`config.mk`:
```
export PLATFORM = sky130hd
export DESIGN_NAME = seu_count_scheduler
export DESIGN_NICKNAME = d
export VERILOG_FILES = /design/src/rtl/seu_count_scheduler.sv
export SDC_FILE = /design/constraint.sdc
export NUM_CORES = 1
export LEC_CHECK = 0
export ABC_CLOCK_PERIOD_IN_PS = 8830
export CELL_PAD_IN_SITES_DETAIL_PLACEMENT = 0
export CELL_PAD_IN_SITES_GLOBAL_PLACEMENT = 1
export CORE_MARGIN = 2
export CORE_UTILIZATION = 50
export DETAILED_ROUTE_END_ITERATION = 8
export PLACE_DENSITY = 0.86
export SYNTH_ARGS = -nofsm -noshare
export SYNTH_HDL_FRONTEND = slang
export SYNTH_SLANG_ARGS = --single-unit
export TNS_END_PERCENT = 1
```
`constraint.sdc`:
```
create_clock -name clk -period 8.83 [get_ports clk]
set_input_delay 0.883 -clock clk [delete_from_list [all_inputs] [get_ports clk]]
set_output_delay 0.883 -clock clk [all_outputs]
set_load 0.02 [all_outputs]
```
`src/rtl/seu_count_scheduler.sv`:
```
// seu_count_scheduler: sync/filter SEU flags, round-robin count them, serve req/ack counter reads
module seu_count_scheduler #(
  parameter int NCH   = 8,
  parameter int CTR_W = 32,
  parameter int FILT  = 7,
  parameter int CH_W  = 3
) (
  input  logic             clk,
  input  logic             rst_n,
  input  logic [NCH-1:0]   seu_in_i,
  input  logic             rd_req_i,
  input  logic [CH_W-1:0]  rd_ch_i,
  input  logic             rd_clear_i,
  output logic             rd_ack_o,
  output logic [CTR_W-1:0] rd_data_o,
  output logic             rd_ovf_o,
  output logic [NCH-1:0]   lost_evt_o,
  output logic             busy_o
);
  localparam int HW = $clog2(FILT + 2);
  typedef enum logic [1:0] {IDLE, READ, ACK} state_t;
  state_t state_q, state_d;
  logic [NCH-1:0] sync1_q, sync2_q, filt_q, filt_d1_q, edge_q;
  logic [NCH-1:0] pend_q, pend_d, lost_q, lost_d, ovf_q, gnt_oh;
  logic [HW-1:0] hold_q [NCH];
  logic [CTR_W-1:0] ctr_q [NCH];
  logic [CTR_W-1:0] rd_data_q;
  logic [CH_W-1:0] rr_q, gnt, idx, rd_ch_q;
  logic rd_clear_q, rd_ovf_q, gnt_vld, gnt_en;
  always_ff @(posedge clk) begin
    if (!rst_n) begin
      sync1_q   <= '0;
      sync2_q   <= '0;
      filt_q    <= '0;
      filt_d1_q <= '0;
      edge_q    <= '0;
      for (int c = 0; c < NCH; c++) hold_q[c] <= '0;
    end else begin
      sync1_q   <= seu_in_i;
      sync2_q   <= sync1_q;
      filt_d1_q <= filt_q;
      edge_q    <= filt_q & ~filt_d1_q;
      for (int c = 0; c < NCH; c++) begin
        if (sync2_q[c]) begin
          hold_q[c] <= HW'(FILT);
          filt_q[c] <= 1'b1;
        end else if (hold_q[c] != '0) hold_q[c] <= hold_q[c] - 1'b1;
        else filt_q[c] <= 1'b0;
      end
    end
  end
  // Scan downwards so the last hit is the closest channel at or after rr_q.
  always_comb begin
    gnt_vld = 1'b0;
    gnt     = '0;
    idx     = '0;
    for (int i = NCH - 1; i >= 0; i--) begin
      idx = CH_W'((int'(rr_q) + i) % NCH);
      if (pend_q[idx]) begin
        gnt_vld = 1'b1;
        gnt     = idx;
      end
    end
    gnt_en  = (state_q == ACK) || (state_q == IDLE && !rd_req_i);
    gnt_oh  = (gnt_vld && gnt_en) ? (NCH'(1) << gnt) : '0;
    pend_d  = (pend_q & ~gnt_oh) | edge_q;
    lost_d  = lost_q | (edge_q & pend_q & ~gnt_oh);
    state_d = state_q == IDLE ? (rd_req_i ? READ : IDLE) : state_q == READ ? ACK : IDLE;
  end
  always_ff @(posedge clk) begin
    if (!rst_n) begin
      state_q    <= IDLE;
      pend_q     <= '0;
      lost_q     <= '0;
      ovf_q      <= '0;
      rr_q       <= '0;
      rd_ch_q    <= '0;
      rd_clear_q <= 1'b0;
      rd_data_q  <= '0;
      rd_ovf_q   <= 1'b0;
      for (int c = 0; c < NCH; c++) ctr_q[c] <= '0;
    end else begin
      state_q <= state_d;
      pend_q  <= pend_d;
      lost_q  <= lost_d;
      if (state_q == IDLE && rd_req_i) begin
        rd_ch_q    <= rd_ch_i;
        rd_clear_q <= rd_clear_i;
      end
      if (|gnt_oh) begin
        ctr_q[gnt] <= ctr_q[gnt] + 1'b1;
        if (&ctr_q[gnt]) ovf_q[gnt] <= 1'b1;
        rr_q <= (gnt == CH_W'(NCH - 1)) ? '0 : gnt + 1'b1;
      end
      // No grant happens in READ, so the clear never collides with an increment.
      if (state_q == READ) begin
        rd_data_q <= ctr_q[rd_ch_q];
        rd_ovf_q  <= ovf_q[rd_ch_q];
        if (rd_clear_q) begin
          ctr_q[rd_ch_q] <= '0;
          ovf_q[rd_ch_q] <= 1'b0;
        end
      end
    end
  end
  assign rd_ack_o   = (state_q == ACK);
  assign rd_data_o  = rd_data_q;
  assign rd_ovf_o   = rd_ovf_q;
  assign lost_evt_o = lost_q;
  assign busy_o     = |pend_q;
endmodule
```
# ---- Word level (Yosys, flattened, before mapping)
# Memory sizes are Yosys's and may differ from the RTL's. A register that Yosys moved wholly into a read port is not among the register bits.
# Index checks and enable logic that the tools add are counted.
dict set report word_totals {
  regBits 74
  ram_bits 288
  output_inout_bits 43
  elab_cells 262
  memories 2
}
# memory words width rd rd_ports_with_merged_regs wr line
set mem_list {}
lappend mem_list {ctr_q 8 32 2 1 8 26} ;# logic [CTR_W-1:0] ctr_q [NCH];
lappend mem_list {hold_q 8 4 8 0 8 25} ;# logic [HW-1:0] hold_q [NCH];
dict set report classes {
  addsub 17
  order_cmp 12
  eq_ne 11
  shift 1
  muxes 150
  n_bitwise 27
  n_reduce_logical 22
}
# op n
set op_table {}
lappend op_table {{2-to-1 mux 1 bit} 102}
lappend op_table {{2-to-1 mux 32 bit} 2}
lappend op_table {{2-to-1 mux 4 bit} 16}
lappend op_table {{OR reduction 32 bit} 2}
lappend op_table {{2-to-1 mux 8 bit} 6}
lappend op_table {{bitwise AND 8 bit} 5}
lappend op_table {{< comparator 3 x 4 -> 1 bit (second input constant)} 10}
lappend op_table {{2-to-1 mux 3 bit} 11}
lappend op_table {{adder 32 x 1 -> 32 bit (second input constant)} 1}
lappend op_table {{AND reduction 32 bit} 1}
lappend op_table {{nonzero test 4 bit} 8}
lappend op_table {{subtractor 4 x 1 -> 4 bit (second input constant)} 8}
lappend op_table {{binary-select mux 1 bit (select 3 bit)} 9}
lappend op_table {{NOT 8 bit} 3}
lappend op_table {{OR 8 bit} 3}
lappend op_table {{inequality test 2 bit (second input constant)} 8}
lappend op_table {{OR 1 bit} 16}
lappend op_table {{OR reduction 8 bit} 2}
lappend op_table {{adder 3 bit (second input constant)} 4}
lappend op_table {{<< shifter 1 x 3 -> 8 bit (first input constant)} 1}
lappend op_table {{adder 3 x 1 -> 3 bit (second input constant)} 2}
lappend op_table {{adder 3 x 2 -> 3 bit (second input constant)} 2}
lappend op_table {{demux 1 bit (select 3 bit)} 2}
lappend op_table {{greater-or-equal comparator 3 x 1 -> 1 bit (second input constant)} 2}
lappend op_table {{other kinds (8)} 14}

# ---- Depth between registers and ports, before layout
# Gate-level depths: netlist (run 1).
dict set report depth {
  word_depth 22
  depth_mapped 26
  ltp_nobuf 18
}

# ---- Worst setup path before layout (run 1)
# OpenSTA, ideal clock, no wires.
dict set report synth_timing {
  path_kind {register -> register}
  start {register rr_q[0]}
  end {memory ctr_q[1][0] (enable)}
  arrival_time_ps 5822
  required_time_ps 8352
  setup_slack_ps 2529
  path_stages_with_launch 25
  n_path_buf 9
  synth_period_minus_slack_ps 6301
  path_cell_list {dfxtp_1 > buf_2 > inv_2 > clkbuf_1 > ha_1 > buf_2 > mux2i_1 > mux4_2 > o211a_1 > o221ai_1 > o211ai_4 > buf_4 > buf_6 > buf_4 > buf_4 > buf_4 > buf_4 > ha_1 > ha_1 > or4_1 > o21a_1 > and2_1 > o21a_1 > nand2_1 > nand2_1}
}
# element line
set synth_lines {}
lappend synth_lines {{start, declared} 28} ;# logic [CH_W-1:0] rr_q, gnt, idx, rd_ch_q;
lappend synth_lines {{start signal, assigned} 93} ;# rr_q <= (gnt == CH_W'(NCH - 1)) ? '0 : gnt + 1'b1;
lappend synth_lines {{end, declared} 26}

==> results.md, run 1 <==
* Sink Count at 394
* Post-DRT Antenna Nets at 0
* Post-Syn Area at around 22000 sq um
* Total power at 0.00837 W
* Final worst-path setup slack at 0.896 ns
* Aggregate global-route resource usage at 30.1%
* CP Cell Sequence: buf_4 > inv_1 > ha_1 > mux2i_1 > mux4_2 > o21ai_1 > nand2_1 > a21oi_2 > buf_4 > nor2_2 > inv_2 > ha_1 > or4_1 > o21a_1 > and2_1 > o21a_1 > nand3_1 > buf_4 > a21oi_1
* Clock buffer depth at 3
* TritonCTS clock tree: yes
* Async SR Flop Fraction at 0%
* Critical R2R Launch: rr_q[1]
* Worst EP arrival at between 8 and 9 ns
* CTS Buf Count at 42
* Routed vias at 18400
* Largest register FFs at 256
* VDD IR max at about 200 uV
* Non-Filler Instances at between 2000 and 3000
* Max_cap viols at 0
* First-pass GRT wire length at 107000 um
* # diodes at 0
* Row count at 77
* GP Congestion at 0.938
* Die Width at 215 um
* Drt initial violations at 1957
* WL per Instance at 25.5 um
* Avg Inst Size Synth at 10.3 sq um
* Fraction of layout cells with a size suffix above 1 at 13.1%
* Hold Crit Depth at 1
* Vias in the first global route at between 15000 and 20000
* Post-synth EDFFs at around 290
* Setup bufs post-CTS at 0
* FF-to-FF setup slack at 0.90 ns
* F_max at between 0.1 and 0.15 GHz
* Setup_tns at 0 ns
* I/O Pins at 58
* CTS root buf: clkbuf_16
* Starting density of the core at 50.4%
* Slew Viols, Final at 0
* Relative slew slack at approximately 14%
* Worst Setup Start Kind: flip-flop
* LEAKAGE at 8.69 nW
* Post-Syn Instances at ~2200
* Top reg by flops: ctr_q
* Post-Route WL at 70500 um
* #FFs+latches synth at a little under 400
* Yosys warns at 0
* Clock Pin Slew Worst Setup and Hold Paths at 0.06 ns
* Drt drc at 0
* Core Util, Final at 55.9%
* Status: finished clean
* Hold WC Path Type: flip-flop to flip-flop
* Drt via density at roughly 6.7
* PortBufs at 57
* Setup Viol. Count Final at 0
* DP HPWL at 44700 um
* Initial antenna violation count at 0
* Die H at 215 um
* Post-CTS Hold Buffers at 0
* Nets at ~2200
* Met2 Usage GRT at 49.1%
* P&R area growth vs syn at 10.9%
* Sequential cell area fraction in the yosys report at approximately half
* Min-delay src: filt_d1_q[2]
* RSZ-0062 raised after global routing: no
* Worst reg-to-reg path cell count at 19
* GR peak layer: met2
* Fin crit share at 89.9%
* Reg2reg end: ctr_q[5][24]
* CP peak stage delay at 0.88 ns
* Critical Path RT at 9.11 ns
* Worst hold endpoint: edge_q[2]
* Min Tclk post-route at 7.93 ns
* GRT met3 Usage at 5.53%
* Overflow after GRT at 0
* H-tree depth at 2
* Placed cell count at roughly 2700
* # resized after CTS at 0
* CP most frequent cell: buf_4
* Die area at ~46000 sq um
* Type of the worst setup path: flip-flop to flip-flop
* Syn_nets at 2183
* CP Capture Type: flip-flop
* Measured slew at the worst slew-check pin at 1.28 ns
* Fin. Hold Viols at 0
* Synth unique cells at 91
* Pin count of the biggest net entering global routing at 66
* Power density cells at 340 nW/um^2
* Main synth FF type: edfxtp_1
* Std-Cell Core Area at 44000 sq um
* CP max FO at 25
* Pre-Repair DR Iteration Count at 6
* Worst-skew pair later-pin latency at 0.57 ns
* Met1 usage at about 39%
* Clock Skew at between 0.01 and 0.015 ns
* Worst path slowest cell: nand3_1
* DP Worst Slack at ~1.1 ns
-- metrics by stage --
step | cell area, sq um | hold WS, ns
6_report | 24600 | 0.377
5_1_grt | 24600 | 0.401
4_1_cts | 24600 | 0.381
3_5_place_dp | 23200 | 0.376
3_3_place_gp | 23200 | 0.373
2_1_floorplan | 22200 | 0.367
-- critical path: cells and delay by family (launching register included) --
family / cells / cell delay (ns)
buffers and inverters: 5 / 1.65
AO/OA/AOI/OAI: 5 / 0.93
multiplexers: 2 / 0.94
adder cells (fa/ha/maj): 2 / 1.18
flip-flops: 1 / 0.30
AND/OR/NAND/NOR: 5 / 2.61
-- power breakdown --
group          internal, W  leakage, nW  total (W)  switching (W)
Clock              0.00109        0.698    0.00182       0.000736
Combinational      0.00129         4.12    0.00417        0.00288
Sequential         0.00222         3.87    0.00237       0.000145
-- cell type report --
class	instances	area (sq um)
inverters	42	159
repair buffers	98	898
well taps	592	741
flip-flops and latches	394	10800
fillers	3818	19400
clock inverters	12	136
clock buffers	66	1290
multi-input cells	1561	10600
-- how the worst max path moves through the flow --
stage	start	end	slack, ns	cells past startpoint
after floorplan	rr_q[0]	ctr_q[1][0]	2.53	24
after global placement	rr_q[1]	ctr_q[5][24]	1.24	19
after detailed placement	rr_q[1]	ctr_q[5][24]	1.09	19
after CTS	rr_q[1]	ctr_q[5][24]	1.09	19
after global routing	rr_q[1]	ctr_q[5][14]	0.57	19
final	rr_q[1]	ctr_q[5][24]	0.90	19
-- Yosys cell counts, types with 12 or more instances --
| cell type | number | area, sq um |
|---|---|---|
| nor2_1 | 342 | 1280 |
| edfxtp_1 | 288 | 8650 |
| nand2_1 | 149 | 559 |
| nor3_1 | 122 | 611 |
| a21oi_1 | 110 | 551 |
| mux2i_1 | 108 | 1080 |
| dfxtp_1 | 106 | 2120 |
| clkbuf_1 | 98 | 368 |
| mux2_2 | 76 | 856 |
| o21ai_0 | 75 | 375 |
| nand3_1 | 55 | 275 |
| mux4_2 | 50 | 1130 |
| inv_1 | 37 | 139 |
| and2_1 | 31 | 194 |
| a211oi_1 | 27 | 203 |
| a221oi_1 | 25 | 219 |
| buf_2 | 23 | 115 |
| a22oi_1 | 22 | 165 |
| nor2b_1 | 22 | 138 |
| and3_1 | 19 | 119 |
| o221ai_1 | 18 | 158 |
| ha_1 | 17 | 213 |
| o21a_1 | 16 | 120 |
| o22ai_1 | 16 | 100 |
| buf_1 | 15 | 56.3 |
| nand4_1 | 15 | 93.8 |
| or3_1 | 15 | 93.8 |
| nand3b_1 | 14 | 105 |
| a22o_1 | 13 | 114 |
| a31oi_1 | 12 | 75.1 |
| o211ai_1 | 12 | 90.1 |
-- cell usage in the layout (no fill, tap or decap), types with 15 or more instances in the layout --
cell type        instances
clkdlybuf4s50_1         56
o22ai_1                 16
nand2_1                141
mux4_2                  50
ha_1                    17
o21a_1                  16
mux2_2                  76
a22oi_1                 22
o221ai_1                18
nor2b_1                 21
buf_4                   39
inv_1                   37
nor2_1                 341
a221oi_1                25
or3_1                   15
dfxtp_1                102
clkbuf_16               46
a21oi_1                109
nand4_1                 15
and3_1                  19
nor3_1                 120
a211oi_1                27
and2_1                  31
o21ai_0                 75
nand3_1                 55
mux2i_1                108
edfxtp_1               288
-- logic make-up (layout without fill, tap and decap cells) --
family | after synthesis | in the layout | share of synthesized area [%]
buffers and inverters | 196 | 218 | 3.90
muxes | 246 | 246 | 14.5
adders and majority gates | 17 | 17 | 0.958
AOI/OAI and AO/OA | 452 | 452 | 14.1
DFF | 394 | 394 | 48.5
xor gates and xnor gates | 16 | 16 | 0.699
and+or+nand+nor | 830 | 830 | 17.4
-- routing by layer --
layer,vias to the layer above,part of all wire [%]
met5,-,0
met4,0,5.4
met3,259,10
met2,1077,46
met1,8999,38
li1,8101,-
Power figures use the tool's default switching activity.
==> run 2, diff against run 1 <==
--- a/config.mk
+++ b/config.mk
@@ -5,13 +5,14 @@
 export SDC_FILE = /design/constraint.sdc
 export NUM_CORES = 1
 export LEC_CHECK = 0
-export ABC_CLOCK_PERIOD_IN_PS = 8830
+export ABC_CLOCK_PERIOD_IN_PS = 6400
+export CAP_MARGIN = 0
 export CELL_PAD_IN_SITES_DETAIL_PLACEMENT = 0
 export CELL_PAD_IN_SITES_GLOBAL_PLACEMENT = 1
 export CORE_MARGIN = 2
-export CORE_UTILIZATION = 50
+export CORE_UTILIZATION = 45
 export DETAILED_ROUTE_END_ITERATION = 8
-export PLACE_DENSITY = 0.86
+export PLACE_DENSITY = 0.82
 export SYNTH_ARGS = -nofsm -noshare
 export SYNTH_HDL_FRONTEND = slang
 export SYNTH_SLANG_ARGS = --single-unit
==> constraint.sdc (replaced) <==
create_clock -name clk -period 6.4 [get_ports clk]
set_input_delay 0.64 -clock clk [delete_from_list [all_inputs] [get_ports clk]]
set_output_delay 0.64 -clock clk [all_outputs]
set_load 0.02 [all_outputs]
==> run 2 against run 1 <==
Net effect: first-iteration DRC count is 2.0% higher; routed wire length is 3.4% higher; worst hold slack worse by 0.00053 ns; combinational power is 47% higher; power is 42% higher; die area is 11% higher; critical path type unchanged; largest cell class unchanged; largest power group unchanged; highest routed layer unchanged.
==> results.md, run 2 (synthesis results as in run 1) <==
* Status: finished clean (unchanged)
* GP Congestion at 0.915 (was 0.938)
* Setup_tns at 0 ns (unchanged)
* CTS Buf Count at 43 (was 42)
* P&R area growth vs syn at 13.1% (was 10.9%)
* Fin. Hold Viols at 0 (unchanged)
* H-tree depth at 2 (unchanged)
* RSZ-0062 raised after global routing: yes (was no)
* GRT met3 Usage at 5.69% (was 5.53%)
* Clock Pin Slew Worst Setup and Hold Paths at 0.06 ns (about the same)
* Routed vias at 18500 (was 18400)
* Aggregate global-route resource usage at 28.5% (was 30.1%)
* Worst-skew pair later-pin latency at 0.59 ns (was 0.57 ns)
* Die area at 51200 sq um (was 46100 sq um)
* Critical R2R Launch: rr_q[1] (unchanged)
* Most frequent cells in the layout: 339 x nor2_1, 288 x edfxtp_1, 141 x nand2_1 (was 341 x nor2_1, 288 x edfxtp_1, 141 x nand2_1)
* LEAKAGE at 8.92 nW (was 8.69 nW)
* Max_cap viols at 0 (unchanged)
* Starting density of the core at 45.5% (was 50.4%)
* Overflow after GRT at 0 (unchanged)
* Initial antenna violation count at 0 (unchanged)
* CTS root buf: clkbuf_16 (unchanged)
* Clock buffer depth at 3 (unchanged)
* Pre-Repair DR Iteration Count at 8 (was 6)
* Post-DRT Antenna Nets at 0 (unchanged)
* Min-delay src: filt_d1_q[7] (was filt_d1_q[2])
* Row count at 81 (was 77)
* Die H at 226 um (was 215 um)
* Placed cell count at 2798 (was 2687)
* Top reg by flops: ctr_q (unchanged)
* CP max FO at 21 (was 25)
* Commonest non-fill, non-tap cell in the layout: nor2_1 (unchanged)
* FF-to-FF setup slack at 0.19 ns (was 0.90 ns)
* TritonCTS clock tree: yes (unchanged)
* PortBufs at 57 (unchanged)
* Drt via density at 6.42 (was 6.67)
* Slew Viols, Final at 0 (unchanged)
* Relative slew slack at 24.9% (was 14.2%)
* Met1 usage at 36.7% (was 38.6%)
* CP Cell Sequence: inv_1 > ha_2 > mux2i_1 > o22ai_1 > o32a_1 > o211ai_2 > nand2_4 > inv_2 > buf_4 > nor3_1 > buf_4 > a221o_1 > a22oi_1 > and4_1 > nand3_1 > nor4b_2 > nor3_1 (was buf_4 > inv_1 > ha_1 > mux2i_1 > mux4_2 > o21ai_1 > nand2_1 > a21oi_2 > buf_4 > nor2_2 > inv_2 > ha_1 > or4_1 > o21a_1 > and2_1 > o21a_1 > nand3_1 > buf_4 > a21oi_1)
* F_max at 0.161 GHz (was 0.126 GHz)
* Setup Viol. Count Final at 0 (unchanged)
* Hold WC Path Type: flip-flop to flip-flop (unchanged)
* Drt initial violations at 1997 (was 1957)
* Nets at 2211 (was 2171)
* I/O Pins at 58 (unchanged)
* Largest register FFs at 256 (unchanged)
* Vias in the first global route at 18000 (was 17900)
* Fin crit share at 97.0% (was 89.9%)
* DP HPWL at 47700 um (was 44700 um)
* Total power at 0.0119 W (was 0.00837 W)
* Min Tclk post-route at 6.21 ns (was 7.93 ns)
* Met2 Usage GRT at 46.1% (was 49.1%)
* Hold Crit Depth at 1 (unchanged)
* Worst Setup Start Kind: flip-flop (unchanged)
* WL per Instance at 25.3 um (was 25.5 um)
* First-pass GRT wire length at 110000 um (was 107000 um)
* Die Width at 226 um (was 215 um)
* Worst EP arrival at 6.50 ns (was 8.22 ns)
* Critical Path RT at 6.70 ns (was 9.11 ns)
* Worst hold endpoint: edge_q[7] (was edge_q[2])
* Post-CTS Hold Buffers at 0 (unchanged)
* Drt drc at 0 (unchanged)
* # diodes at 0 (unchanged)
* Non-Filler Instances at 2878 (was 2765)
* Reg2reg end: ctr_q[5][27] (was ctr_q[5][24])
* Measured slew at the worst slew-check pin at 1.12 ns (was 1.28 ns)
* Power density cells at 473 nW/um^2 (was 340 nW/um^2)
* Std-Cell Core Area at 48800 sq um (was 44000 sq um)
* Worst path slowest cell: nor4b_2 (was nand3_1)
* Type of the worst setup path: flip-flop to flip-flop (unchanged)
* Sink Count at 394 (unchanged)
* GR peak layer: met2 (unchanged)
* Pin count of the biggest net entering global routing at 89 (was 66)
* Clock Skew at 0.0213 ns (was 0.0150 ns)
* Fraction of layout cells with a size suffix above 1 at 15.0% (was 13.1%)
* Worst reg-to-reg path cell count at 17 (was 19)
* CP Capture Type: flip-flop (unchanged)
* VDD IR max at 310 uV (was 200 uV)
* CP peak stage delay at 0.81 ns (was 0.88 ns)
* Post-Route WL at 72900 um (was 70500 um)
-- run 2: where the power goes --
part / internal, W / switching (W)
Sequential: 0.00306 / 0.000204
Clock: 0.00144 / 0.00105
Combinational: 0.00200 / 0.00412
-- run 2: layout make-up --
cell class | instances | area (sq um)
Tap cell | 664 | 831
Sequential cell | 394 | 10800
Fill cell | 4407 | 23700
Multi-Input combinational cell | 1561 | 10700
Timing Repair Buffer | 137 | 1270
Clock buffer | 65 | 1250
Clock inverter | 15 | 170
Inverter | 42 | 159
-- run 2: how the worst max path moves through the flow --
stage / from / cells past startpoint / slack, ns / to
5_1_grt: rr_q[1] / 17 / -0.03 / ctr_q[7][27]
3_5_place_dp: rr_q[1] / 16 / 0.18 / ctr_q[4][23]
6_report: rr_q[1] / 17 / 0.19 / ctr_q[5][27]
4_1_cts: rr_q[1] / 16 / 0.14 / ctr_q[4][29]
3_3_place_gp: rr_q[1] / 16 / 0.26 / ctr_q[3][23]
2_1_floorplan: rr_q[0] / 24 / 0.1 / ctr_q[1][0]
-- run 2: metal layers --
layer	vias up	wire [um]	share of wire, %
li1	8165	-	-
met3	229	6890	9.5
met4	0	3750	5.1
met2	1072	33900	47
met5	-	0	0
met1	9000	28300	39
-- run 2: worst max-delay path, delay by kind of cell (launching register included) --
kind	cells	cell delay [ns]
adder cells (fa/ha/maj)	1	0.58
AO/OA/AOI/OAI	5	1.68
flip-flops	1	0.34
buffers and inverters	4	0.96
AND/OR/NAND/NOR	6	1.95
multiplexers	1	0.39
-- run 2: through the flow --
step	worst slack (ns)	cell area, sq um	utilization [%]	hold WS (ns)
after global routing	-0.0282	25100	51.4	0.394
after floorplan	0.0990	22200	-	0.367
after global placement	0.263	23600	48.4	0.373
after detailed placement	0.175	23600	48.4	0.372
after CTS	0.142	25100	51.3	0.377
final	0.193	25100	51.4	0.376
-- run 2: timing repair --
| item | 4_1_cts | 5_1_grt |
|---|---|---|
| buffers inserted | 0 | 0 |
| gates resized for setup | 0 | 13 |
| endpoints found under the setup margin | 0 | 285 |
==> run 3, diff against run 2 <==
--- a/config.mk
+++ b/config.mk
@@ -5,14 +5,14 @@
 export SDC_FILE = /design/constraint.sdc
 export NUM_CORES = 1
 export LEC_CHECK = 0
-export ABC_CLOCK_PERIOD_IN_PS = 6400
+export ABC_CLOCK_PERIOD_IN_PS = 7100
 export CAP_MARGIN = 0
 export CELL_PAD_IN_SITES_DETAIL_PLACEMENT = 0
 export CELL_PAD_IN_SITES_GLOBAL_PLACEMENT = 1
 export CORE_MARGIN = 2
-export CORE_UTILIZATION = 45
+export CORE_UTILIZATION = 50
 export DETAILED_ROUTE_END_ITERATION = 8
-export PLACE_DENSITY = 0.82
+export PLACE_DENSITY = 0.86
 export SYNTH_ARGS = -nofsm -noshare
 export SYNTH_HDL_FRONTEND = slang
 export SYNTH_SLANG_ARGS = --single-unit
==> constraint.sdc (replaced) <==
create_clock -name clk -period 7.1 [get_ports clk]
set_input_delay 0.71 -clock clk [delete_from_list [all_inputs] [get_ports clk]]
set_output_delay 0.71 -clock clk [all_outputs]
set_load 0.02 [all_outputs]
==> run 3 against run 2 <==
Net effect: setup slack better by 0.18 ns; maximum frequency is 7.7% lower; clock-buffer cell count is 4 lower; register-to-register slack better by 0.18 ns; final area is 1.6% lower; sequential share of layout area is 0.68 points higher; highest routed layer unchanged; sequential power is 10% lower; combinational power is 12% lower; first-iteration DRC count is 14% higher.
==> results.md, run 3 (synthesis results as in run 1) <==
* Setup bufs post-CTS at 0 (unchanged)
* CP max FO at 53 (was 21)
* Largest register FFs at 256 (unchanged)
* Fraction of layout cells with a size suffix above 1 at 13.8% (was 15.0%)
* Type of the worst setup path: flip-flop to flip-flop (unchanged)
* Sw Ratio at 45.5% (was 45.2%)
* Buf+Inv Stages, Crit Path at 1 (was 4)
* Critical R2R Launch: rr_q[0] (was rr_q[1])
* Routed vias at 18300 (was 18500)
* Clock Skew at 0.0284 ns (was 0.0213 ns)
* Clock Pin Slew Worst Setup and Hold Paths at 0.06 ns (about the same)
* Reg power frac at 27.9% (was 27.5%)
* CP Capture Type: flip-flop (unchanged)
* Std-Cell Core Area at 44000 sq um (was 48800 sq um)
* Die Width at 215 um (was 226 um)
* Min Tclk post-route at 6.72 ns (was 6.21 ns)
* Pre-Repair DR Iteration Count at 6 (was 8)
* Measured slew at the worst slew-check pin at 1.28 ns (was 1.12 ns)
* Relative slew slack at 14.1% (was 24.9%)
* Gate power share at 50.8% (was 51.5%)
* Top reg by flops: ctr_q (unchanged)
* # diodes at 0 (unchanged)
* Hold WC Path Type: flip-flop to flip-flop (unchanged)
* Clock buffer depth at 3 (unchanged)
* Clock power share at 21.3% (was 21.0%)
* Initial antenna violation count at 0 (unchanged)
* Commonest non-fill, non-tap cell in the layout: nor2_1 (unchanged)
* CTS Buf Count at 43 (unchanged)
* Nets at 2186 (was 2211)
* Net Sw Power at 0.00481 W (was 0.00537 W)
* Setup Viol. Count Final at 0 (unchanged)
* Critical Path RT at 7.43 ns (was 6.70 ns)
* First-pass GRT wire length at 108000 um (was 110000 um)
* PortBufs at 57 (unchanged)
* Starting density of the core at 50.4% (was 45.5%)
* DP HPWL at 45500 um (was 47700 um)
* Aggregate global-route resource usage at 30.5% (was 28.5%)
* Min-delay src: filt_d1_q[7] (unchanged)
* LEAKAGE at 8.74 nW (was 8.92 nW)
* F_max at 0.149 GHz (was 0.161 GHz)
* Total power at 0.0106 W (was 0.0119 W)
* Overflow after GRT at 0 (unchanged)
* TritonCTS clock tree: yes (unchanged)
* Row count at 77 (was 81)
* Max_cap viols at 0 (unchanged)
* Setup_tns at 0 ns (unchanged)
* Post-CTS Hold Buffers at 0 (unchanged)
* Fin crit share at 94.7% (was 97.0%)
* Die H at 215 um (was 226 um)
* Most frequent cells in the layout: 341 x nor2_1, 288 x edfxtp_1, 141 x nand2_1 (was 339 x nor2_1, 288 x edfxtp_1, 141 x nand2_1)
* CP startpoint: rr_q[0] (was rr_q[1])
* Die area at 46100 sq um (was 51200 sq um)
* Drt via density at 6.58 (was 6.42)
* Worst path slowest cell: mux4_2 (was nor4b_2)
* Worst EP arrival at 7.05 ns (was 6.50 ns)
* Slew Viols, Final at 0 (unchanged)
* Post-DRT Antenna Nets at 0 (unchanged)
* VDD IR max at 227 uV (was 310 uV)
* CTS root buf: clkbuf_16 (unchanged)
* Drt drc at 0 (unchanged)
* CP Cell Sequence: buf_4 > ha_1 > xor2_2 > mux4_2 > o21ai_1 > nand2_1 > nand2_1 > mux2i_1 > a211o_1 > a32oi_1 > nand4_1 > nor3_1 > nand4_1 > mux2_2 (was inv_1 > ha_2 > mux2i_1 > o22ai_1 > o32a_1 > o211ai_2 > nand2_4 > inv_2 > buf_4 > nor3_1 > buf_4 > a221o_1 > a22oi_1 > and4_1 > nand3_1 > nor4b_2 > nor3_1)
* CP peak stage delay at 0.72 ns (was 0.81 ns)
* # resized after CTS at 0 (unchanged)
* Power density cells at 427 nW/um^2 (was 473 nW/um^2)
* Status: finished clean (unchanged)
* I/O Pins at 58 (unchanged)
* Worst-skew pair later-pin latency at 0.60 ns (was 0.59 ns)
* P&R area growth vs syn at 11.3% (was 13.1%)
* WL per Instance at 25.5 um (was 25.3 um)
* Pint at 0.00576 W (was 0.00651 W)
* Core Util, Final at 56.1% (was 51.4%)
* Post-Route WL at 71000 um (was 72900 um)
* Worst Setup Start Kind: flip-flop (unchanged)
* GP Congestion at 0.900 (was 0.915)
* Pin count of the biggest net entering global routing at 77 (was 89)
* Crit-path leading delay family: simple AND/OR/NAND/NOR gates (unchanged)
* RSZ-0062 raised after global routing: no (was yes)
* Sink Count at 394 (unchanged)
* H-tree depth at 2 (unchanged)
* Drt initial violations at 2277 (was 1997)
* Vias in the first global route at 17900 (was 18000)
* Fin. Hold Viols at 0 (unchanged)
run 3: cell count changes in the layout (fill, tap and decap cells not counted), moves of 2 or more:
cell and delta:
clkinv_2 +4, buf_4 -18, nor2_1 +2, buf_12 -5
buf_6 -2, clkbuf_8 -4, nor2_2 -2
run 3: layer usage:
layer  part of all wire, %  track usage (%)
met1                    38             40.0
met2                    46             48.1
met3                    11             6.03
met4                   5.6             15.9
met5                     0                0
run 3: cell type report:
class / count / area [sq um]
clock buffer: 61 / 1190
clock inverter: 19 / 213
fill: 3788 / 19300
inverter: 42 / 159
multi-input combinational: 1561 / 10600
sequential: 394 / 10800
tap: 592 / 741
timing repair buffer: 112 / 1020
run 3: worst paths after layout:
kind         cells after the start            to  slack, ns
max                             14  ctr_q[1][29]       0.38
min                              1     edge_q[7]       0.38
min reg2reg                      1     edge_q[7]       0.38
max reg2reg                     14  ctr_q[1][29]       0.38
run 3: metrics by stage:
step / cell area (sq um) / hold slack (ns) / setup WS (ns) / instances
floorplan: 22200 / 0.367 / 0.799 / 2151
global placement: 23300 / 0.372 / 0.613 / 2701
detailed placement: 23300 / 0.372 / 0.518 / 2701
CTS: 24700 / 0.379 / 0.484 / 2781
global route: 24700 / 0.388 / 0.0234 / 2781
finish: 24700 / 0.379 / 0.377 / 2781
run 3: power groups by stage:
stage / registers (W) / logic (W) / clock network [W]
after CTS: 0.00294 / 0.00523 / 0.00227
after global placement: 0.00297 / 0.00514 / 0
after detailed placement: 0.00299 / 0.00520 / 0
final: 0.00294 / 0.00537 / 0.00225
after floorplan: 0.00292 / 0.00376 / 0
after global routing: 0.00297 / 0.00572 / 0.00236
run 3: worst reg2reg max path: stages, from the launching register on:
cell     delay (ns)
dfxtp_2        0.33
buf_4          0.49
ha_1           0.37
xor2_2         0.34
mux4_2         0.72
o21ai_1        0.16
nand2_1        0.26
nand2_1        0.53
mux2i_1        0.16
a211o_1        0.33
a32oi_1        0.66
nand4_1        0.42
nor3_1         0.69
nand4_1        0.55
mux2_2         0.45
